[src/rtl/registerfile_param.sv]
// ---------------------------------------------------------------------------
// registerfile_param
// Parametrised MIPS-style register file for the decode stage: two
// combinational read ports (rs/rt -> outa/outb) feeding ALU operands A/B,
// one synchronous write port (rd/inBack), an optional hard-wired zero
// register, and a sequenced bulk-clear engine that zeroes one register per
// cycle while busy is high.
//
// Optional feature macro: REGFILE_BYPASS_EN
//   defined   - write-to-read forwarding: a read of the address being written
//               in the same cycle returns inBack.
//   undefined - no forwarding: the new value is visible after the edge.
//
// Ports
//   Clk      in   1       clock, rising edge
//   Reset    in   1       asynchronous active-low reset
//   we       in   1       write enable
//   rd       in   ADDR_W  write address
//   inBack   in   DATA_W  write-back data
//   rs       in   ADDR_W  read address, port A
//   rt       in   ADDR_W  read address, port B
//   outa     out  DATA_W  read data A (combinational)
//   outb     out  DATA_W  read data B (combinational)
//   clr_req  in   1       start a bulk clear (pulse or level)
//   busy     out  1       high while the clear sequence runs (registered)
// ---------------------------------------------------------------------------
module registerfile_param #(
    parameter int unsigned DATA_W   = 32,
    parameter int unsigned ADDR_W   = 5,
    parameter int unsigned ZERO_REG = 1
) (
    input  logic              Clk,
    input  logic              Reset,
    input  logic              we,
    input  logic [ADDR_W-1:0] rd,
    input  logic [DATA_W-1:0] inBack,
    input  logic [ADDR_W-1:0] rs,
    input  logic [ADDR_W-1:0] rt,
    output logic [DATA_W-1:0] outa,
    output logic [DATA_W-1:0] outb,
    input  logic              clr_req,
    output logic              busy
);

    localparam int unsigned       DEPTH = 2 ** ADDR_W;
    localparam bit                ZR    = (ZERO_REG != 0);
    // With a hard-wired zero register the clear sequence skips address 0.
    localparam logic [ADDR_W-1:0] FIRST = ZR ? ADDR_W'(1) : ADDR_W'(0);
    localparam logic [ADDR_W-1:0] LAST  = ADDR_W'(DEPTH - 1);

    typedef enum logic {
        IDLE  = 1'b0,
        CLEAR = 1'b1
    } state_t;

    state_t            state;
    state_t            state_nxt;
    logic [ADDR_W-1:0] idx;
    logic [ADDR_W-1:0] idx_nxt;
    logic [DATA_W-1:0] regs [DEPTH];
    logic              wr_en;
    logic [DATA_W-1:0] rd_a;
    logic [DATA_W-1:0] rd_b;

    // Clear-engine state register; busy mirrors the next state so it is a flop.
    always_ff @(posedge Clk or negedge Reset) begin
        if (!Reset) begin
            state <= IDLE;
            idx   <= '0;
            busy  <= 1'b0;
        end else begin
            state <= state_nxt;
            idx   <= idx_nxt;
            busy  <= (state_nxt == CLEAR);
        end
    end

    // Clear-engine next state; idx stops at LAST and never wraps.
    always_comb begin
        state_nxt = state;
        idx_nxt   = idx;
        case (state)
            IDLE: begin
                if (clr_req) begin
                    state_nxt = CLEAR;
                    idx_nxt   = FIRST;
                end
            end
            CLEAR: begin
                if (idx == LAST) begin
                    state_nxt = IDLE;
                    idx_nxt   = '0;
                end else begin
                    idx_nxt = idx + ADDR_W'(1);
                end
            end
            default: begin
                state_nxt = IDLE;
                idx_nxt   = '0;
            end
        endcase
    end

    // Writes are only accepted in IDLE and never land on a hard-wired zero.
    assign wr_en = we && (state == IDLE) && !(ZR && (rd == '0));

    // Register array: async reset, clear engine has priority over writes.
    always_ff @(posedge Clk or negedge Reset) begin
        if (!Reset) begin
            for (int unsigned i = 0; i < DEPTH; i++) begin
                regs[ADDR_W'(i)] <= '0;
            end
        end else if (state == CLEAR) begin
            regs[idx] <= '0;
        end else if (wr_en) begin
            regs[rd] <= inBack;
        end
    end

    // Array read with zero-register masking.
    assign rd_a = (ZR && (rs == '0)) ? '0 : regs[rs];
    assign rd_b = (ZR && (rt == '0)) ? '0 : regs[rt];

`ifdef REGFILE_BYPASS_EN
    // Forward the in-flight write so a same-cycle read sees the new value.
    assign outa = (wr_en && (rd == rs)) ? inBack : rd_a;
    assign outb = (wr_en && (rd == rt)) ? inBack : rd_b;
`else
    assign outa = rd_a;
    assign outb = rd_b;
`endif

endmodule

[config.mk]
export PLATFORM = sky130hd
export DESIGN_NAME = registerfile_param
export DESIGN_NICKNAME = d
export VERILOG_FILES = /design/src/rtl/registerfile_param.sv
export SDC_FILE = /design/constraint.sdc
export NUM_CORES = 2
export LEC_CHECK = 0
export BUFFER_PORTS_ARGS = -buffer_cell sky130_fd_sc_hd__buf_2
export CAP_MARGIN = 20
export CORE_UTILIZATION = 29
export CTS_CLUSTER_SIZE = 30
export DETAILED_ROUTE_END_ITERATION = 8
export HOLD_SLACK_MARGIN = 0.06
export PLACE_DENSITY = 0.53
export SYNTH_ARGS = -nofsm -noshare
export SYNTH_HDL_FRONTEND = slang
export SYNTH_SLANG_ARGS = --single-unit
[constraint.sdc]
create_clock -name Clk -period 4.11 [get_ports Clk]
set_input_delay 0.2055 -clock Clk [delete_from_list [all_inputs] [get_ports Clk]]
set_output_delay 0.2055 -clock Clk [all_outputs]
set_load 0.02 [all_outputs]
==> summary.txt <==
Run status
  • Status: completed

Layout
  • Core Util, Final: 33.4%
  • Commonest non-fill, non-tap cell in the layout: dfrtp_1
  • Most frequent cells in the layout: 1,030 x dfrtp_1, 992 x a22o_1, 448 x mux4_2
  • Nets@finish: 3,776
  • Share of post-route cells with drive strength above 1: 28.2%
  • Area Overhead vs Synth: 14.7%

Timing
  • Slew margin rel.: between 20% and 30%
  • Final Hold Viols: 0
  • Min Tclk post-route: 3490 ps
  • Clock skew: approximately 22 ps
  • Final period util: 84.8%
  • Fmax: 287 MHz
  • Post-route setup TNS: 0 ps
  • WHS: 91.5 ps
  • RSZ-0062 raised after global routing: false
  • Least-Margin Pin Slew: between 1000 and 1500 ps
  • Final setup fails: 0
  • Pins over their slew limit: 0

Clock network
  • Clock root buffer master: clkbuf_16
  • CTS Buffer Depth: 3
  • Clk sinks: ~1,000
  • TritonCTS clock tree: done
  • Cts repair resizes: 0
  • Worst skew pair latency: 740 ps
  • Setup bufs post-CTS: 0
  • TritonCTS Buffers: between 100 and 150
  • Htree depth: 3
  • Worst-path clk slew: 60 ps

Critical path
  • Crit Path Max Fanout: 26
  • Arr. time, crit path: 3280 ps
  • CP required: 3900 ps
  • CP startpoint kind: input pin
  • CP endpoint kind: output port
  • Setup Crit Path Kind: in -> out

Synthesis
  • Sequential element share of the synthesized area: 48.9%
  • Mapped Cells: 3,790
  • Post-Syn Nets: approximately 3,800
  • Synth Area in Compound Gates: a little over a fifth
  • Warnings from Yosys: 0
  • Synth Area in XOR/XNOR: less than 1%
  • Mux share of post-synthesis cell area: 23.0%
  • Largest family of logic cells by synthesized area: multiplexers
  • Syn avg cell area: 13.9 um^2
  • Seq cells post-synth: between 1,000 and 1,500
  • Cell variety after synth: 38
  • Adder-Cell Fraction of Synth Area: 0.143%
  • Synth Area in Simple Gates: 2.25%
  • Netlist Area Pre-Place: about 0.053 mm^2

Power and ir drop
  • Pint: 18.6 mW
  • Leakage dissipation: 26.1 nW
  • Pwr Density: 443 mW/mm^2
  • Power share of the clock group: 37.6%
  • Peak VDD IR: around 0.32 mV
  • Switch Pwr: 8.18 mW
  • Register share of total power: 43.7%
  • Power share of the combinational group: between 10% and 20%
  • Sw Ratio: 30.6%

Floorplan
  • Initial core utilization: about 29%
  • Top Ports: between 100 and 150
  • Die width: 428 um
  • Core Rows: 156
  • Total die area: between 0.15 and 0.2 mm^2
  • Core ar.: between 0.15 and 0.2 mm^2
  • DIE HEIGHT: 428 um

Global routing
  • GRT overflow: 0
  • Initial antenna violation count: 12
  • Largest net degree at the start of global routing: 108
  • First-pass GRT wire length: about 300,000 um
  • Vias in the first global route: a little under 40,000
  • GRT Resource Usage Total: around 22%

Routing
  • Post-DR wirelength/cell: 33.8 um
  • DRT iter0 DRCs: 4,904
  • Router iterations before antenna repair: 6
  • Via density: 6.38
  • Final WL: 209,000 um
  • Max Used Layer: met5
  • Total number of vias: 39,412
  • DRC errors left: 0
  • Metal-1 WL: 85,000 um
  • DRT antenna net count: 0
  • WL met3: 20,000 um
  • Met2 routed WL: ~94,000 um

Place
  • Detailed-placement wirelength estimate: 128,000 um
  • Routability cong.: 0.913
  • PortBufs: 115

Run
  • Max Cap Viol: 0

Worst hold path
  • Hold Path Class: in -> async
==> cell usage after synthesis, drive strengths merged <==
cell | count | area [um^2]
a22oi | 64 | 480
nand4b | 3 | 26.3
dfrtp | 1030 | 25800
nor3 | 7 | 50.1
mux4 | 448 | 10100
nand2b | 4 | 25.0
or4b | 1 | 10.0
o21ai | 113 | 566
clkbuf | 402 | 1510
or3b | 2 | 17.5
a221oi | 47 | 412
nand3 | 1 | 5.00
nand2 | 37 | 139
and3 | 5 | 31.3
ha | 6 | 75.1
nor2 | 36 | 135
inv | 6 | 22.5
o2111ai | 17 | 149
o32ai | 3 | 26.3
nand3b | 1 | 7.51
or4 | 2 | 15.0
o31a | 1 | 8.76
nand4bb | 3 | 33.8
a311oi | 64 | 561
a22o | 992 | 8690
and2 | 38 | 238
a211oi | 64 | 480
buf | 95 | 457
a21oi | 32 | 160
or2 | 2 | 12.5
xnor2 | 2 | 17.5
nand4 | 1 | 6.26
nor2b | 68 | 425
mux2 | 64 | 721
or3 | 1 | 6.26
mux2i | 128 | 1280
==> cells by family after synthesis <==
| kind of cell | count (synthesis) |
|---|---|
| AO/OA/AOI/OAI | 1397 |
| flip-flops | 1030 |
| multiplexers | 640 |
| buffers and inverters | 503 |
| AND/OR/NAND/NOR | 212 |
| adder cells (fa/ha/maj) | 6 |
| XOR/XNOR | 2 |
==> power by group through the flow <==
| stage | combinational, mW | sequential (mW) | clock [mW] |
|---|---|---|---|
| after floorplan | 2.90 | 11.6 | 0 |
| after global placement | 4.90 | 11.8 | 0 |
| after detailed placement | 4.95 | 11.8 | 0 |
| after CTS | 4.96 | 11.7 | 10.2 |
| after global routing | 5.22 | 11.8 | 10.6 |
| final | 5.00 | 11.7 | 10.1 |
==> stage by stage <==
step	cells	total power, mW	worst slack (ps)	instance area [um^2]
finish	6181	26.8	625	60400
global route	6179	27.6	466	60400
CTS	6174	26.8	664	60400
detailed placement	5977	16.8	667	56800
global placement	5976	16.7	685	56800
floorplan	3790	14.5	1780	52700
==> critical path: stages <==
cell      delay [ps]
buf_6            400
buf_4            500
mux4_2           550
nor2b_1          150
a211oi_1         800
a311oi_1         300
buf_2            260
==> layout make-up <==
class / instances / area (um^2)
Antenna cell: 7 / 17.5
Clock buffer: 150 / 3060
Clock inverter: 43 / 479
Fill cell: 17455 / 120000
Inverter: 6 / 25.0
Multi-Input combinational cell: 2257 / 25500
Sequential cell: 1030 / 25800
Tap cell: 2370 / 2970
Timing Repair Buffer: 318 / 2560
==> metal layers <==
layer / track usage, % / up-vias
met5: 0.208 / -
met1: 30.6 / 21363
met4: 10.1 / 6
met2: 33.6 / 2316
li1: - / 15306
met3: 5.23 / 421
==> what timing repair did <==
action,in CTS,in global routing
hold buffers,4,0
setup endpoints to repair,0,0
hold endpoints to repair,124,0
==> worst paths after layout <==
check                                  startpoint                endpoint  slack, ps  cells past startpoint
max                                         rt[0]                outb[19]        620                      7
min                                         Reset   regs[545]$_DFFE_PN0P_         90                      2
max reg2reg                       state$_DFF_PN0_   regs[910]$_DFFE_PN0P_       1330                      4
min reg2reg                regs[1020]$_DFFE_PN0P_  regs[1020]$_DFFE_PN0P_        510                      1
max in group asynchronous                   Reset   regs[549]$_DFFE_PN0P_       2740                      4
min in group Clk                       inBack[10]   regs[522]$_DFFE_PN0P_        120                      2
==> flip-flops by register name (all words and copies together), names as in the netlist <==
name and cells:
regs 1024, idx 5, state 1
(Power assumes the default switching activity.)
